==> src/rtl/branch_compare_unit.sv <==
// Multi-cycle branch comparator: scans two operands one CHUNK at a time from the MSB
// and resolves RISC-V branch funct3 into gt/eq/lt, taken and illegal behind valid/ready.
module branch_compare_unit #(
    parameter int WIDTH      = 32,
    parameter int CHUNK      = 8,
    parameter int EARLY_EXIT = 1
) (
    input  logic             clk,
    input  logic             rst,
    input  logic             in_valid,
    output logic             in_ready,
    input  logic [WIDTH-1:0] a,
    input  logic [WIDTH-1:0] b,
    input  logic [2:0]       op,
    output logic             out_valid,
    input  logic             out_ready,
    output logic             gt,
    output logic             eq,
    output logic             lt,
    output logic             taken,
    output logic             illegal
);

    localparam int NCHUNK = WIDTH / CHUNK;
    localparam int IDXW   = (NCHUNK > 1) ? $clog2(NCHUNK) : 1;

    if (WIDTH % CHUNK != 0) begin : g_width_guard
        $error("branch_compare_unit: WIDTH must be a multiple of CHUNK");
    end

    typedef enum logic [1:0] {
        IDLE = 2'd0,
        BUSY = 2'd1,
        DONE = 2'd2
    } state_t;

    state_t            state_q, state_d;
    logic [WIDTH-1:0]  a_q, a_d;
    logic [WIDTH-1:0]  b_q, b_d;
    logic [2:0]        op_q, op_d;
    logic [IDXW-1:0]   idx_q, idx_d;
    logic              found_q, found_d;
    logic              first_gt_q, first_gt_d;
    logic              gt_q, gt_d;
    logic              eq_q, eq_d;
    logic              lt_q, lt_d;
    logic              taken_q, taken_d;
    logic              illegal_q, illegal_d;

    logic [CHUNK-1:0]  chunk_a;
    logic [CHUNK-1:0]  chunk_b;
    logic              chunk_diff;
    logic              chunk_gt;
    logic              finish;
    logic              res_gt;
    logic              res_eq;
    logic              res_lt;
    logic              res_illegal;

    function automatic logic branch_taken(input logic [2:0] f3, input logic g,
                                          input logic e, input logic l);
        logic t;
        case (f3)
            3'b000:          t = e;
            3'b001:          t = ~e;
            3'b100, 3'b110:  t = l;
            3'b101, 3'b111:  t = g | e;
            default:         t = 1'b0;
        endcase
        return t;
    endfunction

    assign chunk_a    = a_q[int'(idx_q) * CHUNK +: CHUNK];
    assign chunk_b    = b_q[int'(idx_q) * CHUNK +: CHUNK];
    assign chunk_diff = (chunk_a != chunk_b);
    assign chunk_gt   = (chunk_a > chunk_b);

    always_comb begin
        // NOTE: every signal written here gets a default first, so no path can infer a latch.
        state_d     = state_q;
        a_d         = a_q;
        b_d         = b_q;
        op_d        = op_q;
        idx_d       = idx_q;
        found_d     = found_q;
        first_gt_d  = first_gt_q;
        gt_d        = gt_q;
        eq_d        = eq_q;
        lt_d        = lt_q;
        taken_d     = taken_q;
        illegal_d   = illegal_q;
        finish      = 1'b0;
        res_gt      = 1'b0;
        res_eq      = 1'b0;
        res_lt      = 1'b0;
        res_illegal = (op_q[2:1] == 2'b01);

        case (state_q)
            IDLE: begin
                if (in_valid) begin
                    a_d        = a;
                    b_d        = b;
                    op_d       = op;
                    // Flipping both sign bits maps two's complement order onto unsigned order.
                    if (!op[1]) begin
                        a_d[WIDTH-1] = ~a[WIDTH-1];
                        b_d[WIDTH-1] = ~b[WIDTH-1];
                    end
                    idx_d      = IDXW'(NCHUNK - 1);
                    found_d    = 1'b0;
                    first_gt_d = 1'b0;
                    state_d    = BUSY;
                end
            end

            BUSY: begin
                if ((EARLY_EXIT != 0) && chunk_diff) begin
                    finish = 1'b1;
                    res_gt = chunk_gt;
                    res_lt = ~chunk_gt;
                end else if (idx_q == '0) begin
                    finish = 1'b1;
                    if (found_q) begin
                        res_gt = first_gt_q;
                        res_lt = ~first_gt_q;
                    end else if (chunk_diff) begin
                        res_gt = chunk_gt;
                        res_lt = ~chunk_gt;
                    end else begin
                        res_eq = 1'b1;
                    end
                end else begin
                    // Only the most significant differing chunk decides the order.
                    if (chunk_diff && !found_q) begin
                        found_d    = 1'b1;
                        first_gt_d = chunk_gt;
                    end
                    idx_d = idx_q - IDXW'(1);
                end

                if (finish) begin
                    gt_d      = res_gt;
                    eq_d      = res_eq;
                    lt_d      = res_lt;
                    illegal_d = res_illegal;
                    taken_d   = res_illegal ? 1'b0 : branch_taken(op_q, res_gt, res_eq, res_lt);
                    state_d   = DONE;
                end
            end

            DONE: begin
                if (out_ready) begin
                    state_d = IDLE;
                end
            end

            default: begin
                state_d = IDLE;
            end
        endcase
    end

    // NOTE: sequential state uses non-blocking assignments only, so every flop samples pre-edge values.
    always_ff @(posedge clk or posedge rst) begin
        if (rst) begin
            state_q    <= IDLE;
            a_q        <= '0;
            b_q        <= '0;
            op_q       <= '0;
            idx_q      <= '0;
            found_q    <= 1'b0;
            first_gt_q <= 1'b0;
            gt_q       <= 1'b0;
            eq_q       <= 1'b0;
            lt_q       <= 1'b0;
            taken_q    <= 1'b0;
            illegal_q  <= 1'b0;
        end else begin
            state_q    <= state_d;
            a_q        <= a_d;
            b_q        <= b_d;
            op_q       <= op_d;
            idx_q      <= idx_d;
            found_q    <= found_d;
            first_gt_q <= first_gt_d;
            gt_q       <= gt_d;
            eq_q       <= eq_d;
            lt_q       <= lt_d;
            taken_q    <= taken_d;
            illegal_q  <= illegal_d;
        end
    end

    assign in_ready  = (state_q == IDLE);
    assign out_valid = (state_q == DONE);
    assign gt        = gt_q;
    assign eq        = eq_q;
    assign lt        = lt_q;
    assign taken     = taken_q;
    assign illegal   = illegal_q;

endmodule

==> config.mk <==
export PLATFORM = sky130hd
export DESIGN_NAME = branch_compare_unit
export DESIGN_NICKNAME = d
export VERILOG_FILES = /design/src/rtl/branch_compare_unit.sv
export SDC_FILE = /design/constraint.sdc
export NUM_CORES = 1
export LEC_CHECK = 0
export ABC_CLOCK_PERIOD_IN_PS = 3400
export CAP_MARGIN = 5
export CORE_ASPECT_RATIO = 1.5
export CORE_MARGIN = 5
export CORE_UTILIZATION = 45
export DETAILED_ROUTE_END_ITERATION = 16
export GPL_ROUTABILITY_DRIVEN = 1
export PLACE_DENSITY_LB_ADDON = 0.05
export SYNTH_ARGS = -nofsm -noshare
export SYNTH_HDL_FRONTEND = slang
export SYNTH_SLANG_ARGS = --single-unit
==> constraint.sdc <==
create_clock -name clk -period 3.4 [get_ports clk]
set_input_delay 0.68 -clock clk [delete_from_list [all_inputs] [get_ports clk]]
set_output_delay 0.68 -clock clk [all_outputs]
set_load 0.01 [all_outputs]
==> metrics.csv, run 1 <==
stage,metric,value,unit
outcome,outcome,completed,
clock_tree,"Setup Fix Bufs, Post-CTS",0,
synth,Post-Synth Simple-Gate Area,0.249,
synth,top-count cell post-synth,nand2_1,
floorplanning,IO Count,78,
clock_tree,# hold bufs at CTS,0,
synth,synth cell count leaders,"nand2_1 (205), dfrtp_1 (78), mux4_2 (16)",
global_routing,initial antenna violation count,0,
final_layout,Final Instance Area,4860,um2
setup_path,CP top delay family,simple AND/OR/NAND/NOR gates,
synth,Post-Syn Nets,470,
final_layout,Multi-input gate area,1550,um2
floorplanning,Core Box Area,7960,um2
synth,Post-synth EDFFs,0,
global_routing,remaining global-route overflow,0,
clock_tree,CTS Buffer Depth,2,
worst_hold_path,WHS Path Cells,2,
global_routing,largest net degree at the start of global routing,79,
power,Leak,0.00240,uW
setup_path,Worst path slowest cell,dfrtp_1,
timing,"Slew Viols, Final",0,
routing,# DRC,0,
routing,Routed WL,8.13,mm
final_layout,layout cells sized above 1,0.0977,
floorplanning,die height,120,um
clock_tree,Skew-Pair Late Insertion Delay,340,ps
routing,drt initial violations,131,
placed_design,Buffers on Ports,77,
synth,Synth top area share,0.538,
clock_tree,clk slew on worst S/H paths,50,ps
synth,main combinational cell family by area after synthesis,simple AND/OR/NAND/NOR gates,
placed_design,HPWL after DPL,5.96,mm
synth,Syn Inst Count,390,
timing,RSZ-0062 raised after global routing,false,
worst_hold_path,Hold Path Origin,b_q[5],
final_layout,Final nets,546,
clock_tree,Post-CTS Resized,0,
global_routing,GRT Util Overall,0.181,
timing,setup ws final,488,ps
clock_tree,clock tree from TritonCTS,done,
routing,Initial DRT Pass Iterations,4,
synth,ranking of synthesized cells by area,"dfrtp_1 (54%), nand2_1 (21%), mux4_2 (9.9%)",
routing,Vias,2816,
setup_path,Critical Path Start,idx_q[0],
final_layout,Layout fillers,700,
synth,Ys Warns,0,
worst_hold_path,Hold Crit Class,flop to flop,
synth,asr flop ratio synth,1.00,
final_layout,register area,1950,um2
power,Final Power,4090,uW
routing,Routed Antenna Nets,0,
floorplanning,Die Area,10000,um2
global_routing,first-pass GRT wire length,14.2,mm
setup_path,startpoint types,flop,
clock_tree,number of CTS-inserted buffers,9,
routing,routed length per instance,14.1,um
floorplanning,Die W,83.3,um
synth,Synth Area in Adders,0.0310,
power,Pwr Density,840,nW/um2
setup_path,"Max FO, Critical Path",11,
timing,Setup TNS,0,ps
timing,Finish-stage setup viols,0,
clock_tree,root buffer cell,clkbuf_16,
setup_path,"slowest stage delay, CP",730,ps
setup_path,cell count along the critical path,7,
timing,Fin Clk Skew,6.16,ps
synth,Synth Flop Type,dfrtp_1,
synth,cell taking the most area after synthesis,dfrtp_1,
synth,post-synthesis compound-gate area fraction,0.0421,
setup_path,R2R cell count,7,
synth,xor/xnor cell area share of the yosys netlist,0.00483,
setup_path,worst-path cell chain,"mux4_2, ha_1, nand4_2, or2_4, or3_1, a311oi_2, a31oi_1",
synth,post-synthesis cell type count,28,
placed_design,global placement routability congestion,0.810,
setup_path,crit path DAT,3120,ps
timing,fmax,0.343,GHz
floorplanning,initial core utilization,0.456,
synth,post-synthesis mux area share,0.0993,
timing,crit share post-route,0.856,
timing,final worst path period need,2910,ps
final_layout,diode count,0,
synth,mapped cell area,3630,um2
routing,Via density,4.89,
timing,Worst Tran Pin Value,681,ps
run,Max Cap Violations,0,
final_layout,area delta synth->final,34.0,%
setup_path,critical path type,flop to flop,
placed_design,DP Area,4520,um2
global_routing,vias in the first global route,2946,
synth,Synth Register Bits,78,
placed_design,Place WS,451,ps
floorplanning,std cell rows,40,
setup_path,Critical Path Sink Type,flop,
timing,Slew HR,0.546,
timing,final hold violations,0,
setup_path,Critical R2R Launch,idx_q[0],
clock_tree,Sink Count,78,
synth,sequential area share after synthesis,0.538,
synth,syn avg cell area,9.31,um2
power,Worst VDD drop,0.412,mV
setup_path,CP required,3600,ps
clock_tree,H-Tree Depth,3,
setup_path,Crit path buffers/inverters,0,
==> layer usage <==
metal / global-route usage / wire length (um) / vias to the layer above
met5: 0 / 0 / -
met4: 0.0859 / 195 / 0
met3: 0.0467 / 407 / 16
met2: 0.298 / 4070 / 71
met1: 0.221 / 3450 / 1326
li1: - / - / 1403
==> cell families after synthesis <==
kind of cell	after synthesis
multiplexers	16
AND/OR/NAND/NOR	229
buffers and inverters	33
AO/OA/AOI/OAI	23
adder cells (fa/ha/maj)	9
XOR/XNOR	2
flip-flops	78
==> registers in the layout, indices dropped and copies added, names as in the netlist <==
name	flops
lt	1
found_q	1
a_q	32
taken	1
op_q	3
illegal	1
gt	1
first_gt_q	1
eq	1
state_q	2
b_q	32
idx_q	2
==> report_power, final <==
group	internal (uW)	switching (uW)
clock network	712	362
registers	1350	267
logic	674	719
total	2740	1350
==> path summary, 6_finish.rpt <==
path	end	slack [ps]
min	b_q[5]	470
min reg2reg	b_q[5]	470
max	taken	490
min in group asynchronous	gt	730
max in group asynchronous	a_q[15]	2320
max reg2reg	taken	490
==> metrics by stage <==
stage	hold slack, ps	utilization	instances
floorplan	440	-	390
CTS	472	0.611	576
global placement	455	0.569	560
global route	490	0.611	576
detailed placement	458	0.569	560
finish	467	0.611	576
==> cell usage in the layout, fill, tap and decap left out <==
cell type	instances
o21ai_0	4
a21oi_1	9
nand2_1	204
clkinv_2	4
ha_1	9
a32oi_1	1
clkbuf_16	9
clkinvlp_4	1
mux4_2	16
a31oi_1	2
nor2_1	8
a21o_1	2
o221ai_1	1
nand2_2	1
inv_1	13
nand4_2	1
buf_4	6
o22a_1	1
and2_2	1
a311oi_2	1
and2_1	1
buf_12	1
nor2b_1	1
nor3_1	3
clkdlybuf4s50_1	77
nand4_1	1
or2_4	1
nand2b_1	4
or2_2	1
dfrtp_1	78
o41ai_1	1
o32a_1	1
bufinv_16	3
or3_1	2
xor2_1	2
==> worst min-delay path, cell delays in order, from the launching register on <==
cell,delay (ps)
dfrtp_1,340
nand2_1,50
nand2_1,50
==> layout make-up <==
type	instances	share of cell area
Clock inverter	7	0.0232
Inverter	14	0.0111
Sequential cell	78	0.401
Timing Repair Buffer	84	0.172
Tap cell	105	0.0270
Multi-Input combinational cell	279	0.319
Clock buffer	9	0.0463
No activity file was read; power rests on OpenSTA's default activity.
==> run 2: changes to the inputs <==
Settings changed: REMOVE_ABC_BUFFERS from default to 1, SKIP_CTS_REPAIR_TIMING from default to 1.
==> run 2 against run 1 <==
Die area stayed put; critical endpoint unchanged; routed wire length is 2.3% lower; via count is 0.96% higher; final cell count stayed put; largest power group unchanged; combinational power hardly changed; largest cell class unchanged; critical path type unchanged; non-clock buffer count stayed put.
==> metrics.csv, run 2 (synthesis gave the netlist of run 1 again) <==
stage,metric,value,unit,change
outcome,outcome,completed,,
clock_tree,number of CTS-inserted buffers,9,,unchanged
power,net switching power,1350,uW,+0.41%
floorplanning,Core Box Area,7960,um2,unchanged
final_layout,diode count,0,,unchanged
power,Sw Share,0.343,,+0.0126
worst_hold_path,hold path endpoint,b_q[11],,
setup_path,R2R cell count,8,,+1
power,logic gate share of total power,0.351,,+0.010
setup_path,startpoint types,flop,,
timing,Setup TNS,0,ps,unchanged
floorplanning,initial core utilization,0.456,,unchanged
timing,Worst Tran Pin Value,758,ps,+76.5 ps
routing,routed length per instance,13.8,um,-2.3%
setup_path,Worst R2R End,taken,,
routing,# DRC,0,,unchanged
setup_path,"slowest stage delay, CP",510,ps,-220 ps
placed_design,global placement routability congestion,0.810,,about the same
worst_hold_path,Hold Crit Class,flop to flop,,
final_layout,Layout fillers,699,,-0.14%
clock_tree,Skew-Pair Late Insertion Delay,330,ps,about the same
timing,Slew HR,0.494,,-0.0516
setup_path,Critical Path Sink Type,flop,,
power,Clk network pwr share,0.239,,-0.024
routing,Initial DRT Pass Iterations,4,,unchanged
timing,final worst path period need,2820,ps,-91.9 ps
timing,crit share post-route,0.829,,-0.0270
setup_path,"Max FO, Critical Path",7,,-4
routing,Via density,4.94,,+0.96%
power,Pwr Density,819,nW/um2,-2.5%
placed_design,HPWL after DPL,5.83,mm,-2.2%
clock_tree,Sink Count,78,,unchanged
setup_path,CP required,3600,ps,about the same
power,Leak,0.00238,uW,-0.83%
final_layout,"commonest non-fill, non-tap cell in the layout",nand2_1,,
global_routing,largest net degree at the start of global routing,45,,-43%
timing,fmax,0.355,GHz,+3.3%
global_routing,initial antenna violation count,0,,unchanged
clock_tree,CTS Buffer Depth,2,,unchanged
global_routing,GRT Util Overall,0.171,,-0.00955
clock_tree,clk slew on worst S/H paths,60,ps,about the same
run,Max Cap Violations,0,,unchanged
setup_path,critical path type,flop to flop,,
setup_path,Critical R2R Launch,idx_q[0],,
floorplanning,IO Count,78,,unchanged
routing,Routed WL,7.95,mm,-2.3%
final_layout,"commonest non-fill, non-tap cells in the layout","nand2_1 (204), dfrtp_1 (78), clkdlybuf4s50_1 (77), mux4_2 (16), inv_1 (13)",,
routing,drt initial violations,98,,-25%
final_layout,Final nets,546,,unchanged
final_layout,post-route insts no fill,576,,unchanged
timing,Fin Clk Skew,5.86,ps,-0.303 ps
clock_tree,root buffer cell,clkbuf_16,,
floorplanning,std cell rows,40,,unchanged
routing,Vias,2843,,+0.96%
global_routing,first-pass GRT wire length,13.5,mm,-4.4%
setup_path,crit path DAT,3020,ps,-100 ps
final_layout,fin util,0.606,,-0.00487
final_layout,area delta synth->final,32.9,%,
routing,Routed Antenna Nets,0,,unchanged
power,Int Power,2600,uW,-5.1%
timing,"Slew Viols, Final",0,,unchanged
worst_hold_path,Hold Path Origin,b_q[11],,
power,Sequential Power Share,0.410,,+0.014
final_layout,layout cells sized above 1,0.0977,,unchanged
worst_hold_path,WHS Path Cells,2,,unchanged
timing,RSZ-0062 raised after global routing,false,,
global_routing,remaining global-route overflow,0,,unchanged
placed_design,Buffers on Ports,77,,unchanged
clock_tree,clock tree from TritonCTS,done,,
setup_path,worst-path cell chain,"buf_4, mux4_2, ha_1, nand4_2, or2_4, or3_1, a311oi_2, a31oi_1",,
clock_tree,H-Tree Depth,3,,unchanged
global_routing,vias in the first global route,2906,,-1.4%
final_layout,top flop regs,"a_q (32), b_q (32), op_q (3)",,
timing,final hold violations,0,,unchanged
timing,hold_ws,467,ps,-0.353 ps
floorplanning,Die W,83.3,um,unchanged
placed_design,dpl cells,560,,unchanged
power,Worst VDD drop,0.437,mV,+5.9%
timing,Finish-stage setup viols,0,,unchanged
setup_path,Worst path slowest cell,mux4_2,,
floorplanning,die height,120,um,unchanged
power,Final Power,3950,uW,-3.3%
setup_path,reg2reg setup slack,580,ps,+90 ps
floorplanning,Die Area,10000,um2,unchanged
-- run 2: cell count changes in the layout (fill, tap and decap cells not counted) --
| cell | delta |
|---|---|
| clkinv_4 | +2 |
| clkinv_2 | -1 |
| inv_6 | +1 |
| bufinv_16 | -2 |
-- run 2: worst max path at each step --
stage	slack [ps]	startpoint	endpoint	cells after the start
after global routing	460	idx_q[0]	taken	8
after detailed placement	580	idx_q[0]	taken	8
after floorplan	520	idx_q[0]	taken	7
final	580	idx_q[0]	taken	8
after CTS	560	idx_q[0]	taken	8
after global placement	660	idx_q[0]	taken	8
-- run 2: final cells by class --
class	instances	area, um2	share of cell area
Sequential cell	78	1950	0.405
Clock inverter	7	73.8	0.0153
Timing Repair Buffer	84	836	0.173
Tap cell	105	131	0.0272
Clock buffer	9	225	0.0467
Multi-Input combinational cell	279	1550	0.322
Inverter	14	53.8	0.0112
-- run 2: per-layer routing --
layer  part of all wire  wire length (um)  vias to the layer above  track usage
met1               0.41              3270                     1362        0.205
met5                  0                 0                        -            0
met2               0.51              4070                       62        0.291
met4              0.022               172                        0       0.0767
met3              0.054               432                       16       0.0412
li1                   -                 -                     1403            -
-- run 2: stage by stage --
stage               worst slack (ps)  cell area, um2
finish                           580            4820
global route                     458            4820
CTS                              558            4820
detailed placement               580            4520
global placement                 658            4520
floorplan                        524            3550
-- run 2: critical path, delay by kind of cell (launching register included) --
kind                       cells  cell delay (ps)
adders and majority gates      1              330
AOI/OAI and AO/OA              2              350
muxes                          1              510
buffers and inverters          1              230
DFF                            1              490
and+or+nand+nor                3              790
-- run 2: power groups by stage --
stage / Sequential, uW / Combinational [uW] / Clock (uW)
global route: 1670 / 1610 / 1000
global placement: 1640 / 1360 / 0
CTS: 1620 / 1420 / 967
floorplan: 1530 / 994 / 0
finish: 1620 / 1390 / 944
detailed placement: 1630 / 1410 / 0
==> run 3: changes to the inputs <==
Settings changed: ABC_CLOCK_PERIOD_IN_PS 3400 to 2900.
Clock period 3.4 ns to 2.9 ns, I/O delays scaled along.
==> run 3 against run 2 <==
Via count rose by 1.4%; clock-buffer cell count is 1 higher; highest routed layer unchanged; global-route usage grew 0.34 points.
==> metrics.csv, run 3 (synthesis gave the netlist of run 1 again) <==
stage,metric,value,unit,change
outcome,outcome,completed,,
setup_path,startpoint types,flop,,
power,logic gate share of total power,0.343,,-0.008
routing,routed length per instance,13.8,um,+0.28%
final_layout,"commonest non-fill, non-tap cell in the layout",nand2_1,,
timing,Finish-stage setup viols,0,,unchanged
routing,Routed WL,8.00,mm,+0.63%
setup_path,"Max FO, Critical Path",15,,+8
final_layout,layout cells sized above 1,0.101,,+0.00382
final_layout,"commonest non-fill, non-tap cells in the layout","nand2_1 (204), dfrtp_1 (78), clkdlybuf4s50_1 (77), mux4_2 (16), inv_1 (13)",,
routing,Via density,4.99,,+1.0%
clock_tree,CTS Buffer Depth,2,,unchanged
routing,Initial DRT Pass Iterations,4,,unchanged
floorplanning,IO Count,78,,unchanged
placed_design,Buffers on Ports,77,,unchanged
final_layout,top flop regs,"a_q (32), b_q (32), op_q (3)",,
timing,final hold violations,0,,unchanged
timing,Worst Tran Pin Value,640,ps,-118 ps
global_routing,vias in the first global route,2939,,+1.1%
routing,met1 WL,3.29,mm,+0.67%
clock_tree,Skew-Pair Late Insertion Delay,340,ps,about the same
setup_path,"slowest stage delay, CP",510,ps,about the same
worst_hold_path,Hold Path Origin,b_q[14],,
clock_tree,Sink Count,78,,unchanged
final_layout,Multi-input gate area,1550,um2,unchanged
clock_tree,number of CTS-inserted buffers,9,,unchanged
timing,fmax,0.369,GHz,+4.0%
clock_tree,H-Tree Depth,3,,unchanged
worst_hold_path,Hold Crit Class,flop to flop,,
final_layout,register area,1950,um2,unchanged
final_layout,area delta synth->final,35.3,%,
routing,DR WL met2,4.17,mm,+2.5%
timing,setup ws final,189,ps,-391 ps
setup_path,Critical R2R Launch,idx_q[0],,
clock_tree,clock tree from TritonCTS,done,,
timing,RSZ-0062 raised after global routing,false,,
routing,highest routed layer,met4,,
final_layout,diode count,0,,unchanged
final_layout,Final Instance Area,4910,um2,+1.8%
timing,Slew HR,0.572,,+0.0777
clock_tree,clk slew on worst S/H paths,60,ps,about the same
floorplanning,die height,120,um,unchanged
power,Final Power,4830,uW,+22%
timing,"Slew Viols, Final",0,,unchanged
timing,Fin Clk Skew,4.00,ps,-1.86 ps
power,Worst VDD drop,0.443,mV,+1.5%
setup_path,Critical Path Start,idx_q[0],,
setup_path,critical path type,flop to flop,,
floorplanning,initial core utilization,0.456,,unchanged
power,Int Power,3250,uW,+25%
setup_path,Worst path slowest cell,mux4_2,,
global_routing,largest net degree at the start of global routing,79,,+76%
placed_design,DP Area,4560,um2,+0.88%
timing,final worst path period need,2710,ps,-109 ps
setup_path,Critical Path Sink Type,flop,,
routing,Vias,2882,,+1.4%
global_routing,GRT Util Overall,0.175,,+0.00339
global_routing,first-pass GRT wire length,13.8,mm,+1.7%
routing,Met3 Wirelength,358,um,-17%
power,net switching power,1580,uW,+17%
routing,drt initial violations,115,,+17%
floorplanning,Die W,83.3,um,unchanged
run,Max Cap Violations,0,,unchanged
power,Sequential Power Share,0.385,,-0.025
power,Clk network pwr share,0.271,,+0.032
global_routing,initial antenna violation count,0,,unchanged
global_routing,remaining global-route overflow,0,,unchanged
power,Sw Share,0.327,,-0.0157
floorplanning,Core Box Area,7960,um2,unchanged
setup_path,CP required,3110,ps,-490 ps
timing,hold_ws,467,ps,+0.414 ps
placed_design,global placement routability congestion,0.765,,-5.5%
timing,crit share post-route,0.935,,+0.105
placed_design,HPWL after DPL,5.61,mm,-3.7%
final_layout,Layout fillers,696,,-0.43%
clock_tree,root buffer cell,clkbuf_16,,
setup_path,crit path DAT,2920,ps,-100 ps
setup_path,worst-path cell chain,"buf_12, mux4_2, ha_1, nand4_2, or2_4, or3_1, a311oi_2, a31oi_1",,
placed_design,Place WS,208,ps,-372 ps
power,Leak,0.00243,uW,+2.1%
power,Pwr Density,983,nW/um2,+20%
floorplanning,std cell rows,40,,unchanged
floorplanning,Die Area,10000,um2,unchanged
routing,Routed Antenna Nets,0,,unchanged
timing,Setup TNS,0,ps,unchanged
final_layout,Final nets,548,,+0.37%
routing,# DRC,0,,unchanged
==> run 3: cell types whose count changed in the layout (fill, tap and decap cells not counted), sizes merged <==
cell and change:
inv -1, buf +2, clkinv -1, bufinv +2, clkbuf +1, clkinvlp -1
==> run 3: cell type report <==
cell class	instances	share of cell area
clock inverter	6	0.0222
timing repair buffer	86	0.178
multi-input combinational	279	0.316
inverter	14	0.0110
tap	105	0.0267
sequential	78	0.397
clock buffer	10	0.0486
==> run 3: worst max-delay path, delay by kind of cell (launching register included) <==
family | cells | cell delay, ps
AND/OR/NAND/NOR | 3 | 800
multiplexers | 1 | 510
flip-flops | 1 | 390
AO/OA/AOI/OAI | 2 | 380
adder cells (fa/ha/maj) | 1 | 320
buffers and inverters | 1 | 180
==> run 3: metal layers <==
| metal | GRT usage | vias to the layer above |
|---|---|---|
| met5 | 0 | - |
| li1 | - | 1414 |
| met1 | 0.208 | 1391 |
| met3 | 0.0412 | 13 |
| met4 | 0.0808 | 0 |
| met2 | 0.297 | 64 |
==> run 3: worst paths after layout <==
check                           to  slack, ps  cells past startpoint
hold reg to reg            b_q[14]        470                      2
max in group asynchronous  a_q[17]       1910                      3
hold / removal             b_q[14]        470                      2
min in group asynchronous   a_q[2]        620                      3
setup reg to reg             taken        190                      8
setup / recovery             taken        190                      8
==> run 3: power by group through the flow <==
| stage | combinational (uW) | sequential, uW | clock, uW |
|---|---|---|---|
| finish | 1660 | 1860 | 1310 |
| global route | 1900 | 1920 | 1370 |
| detailed placement | 1670 | 1870 | 0 |
| CTS | 1690 | 1860 | 1330 |
| floorplan | 1170 | 1800 | 0 |
| global placement | 1620 | 1900 | 0 |
==> run 3: per-stage QoR <==
step / instances / utilization
2_1_floorplan: 371 / -
4_1_cts: 578 / 0.617
6_report: 578 / 0.617
3_5_place_dp: 562 / 0.574
5_1_grt: 578 / 0.617
3_3_place_gp: 562 / 0.574
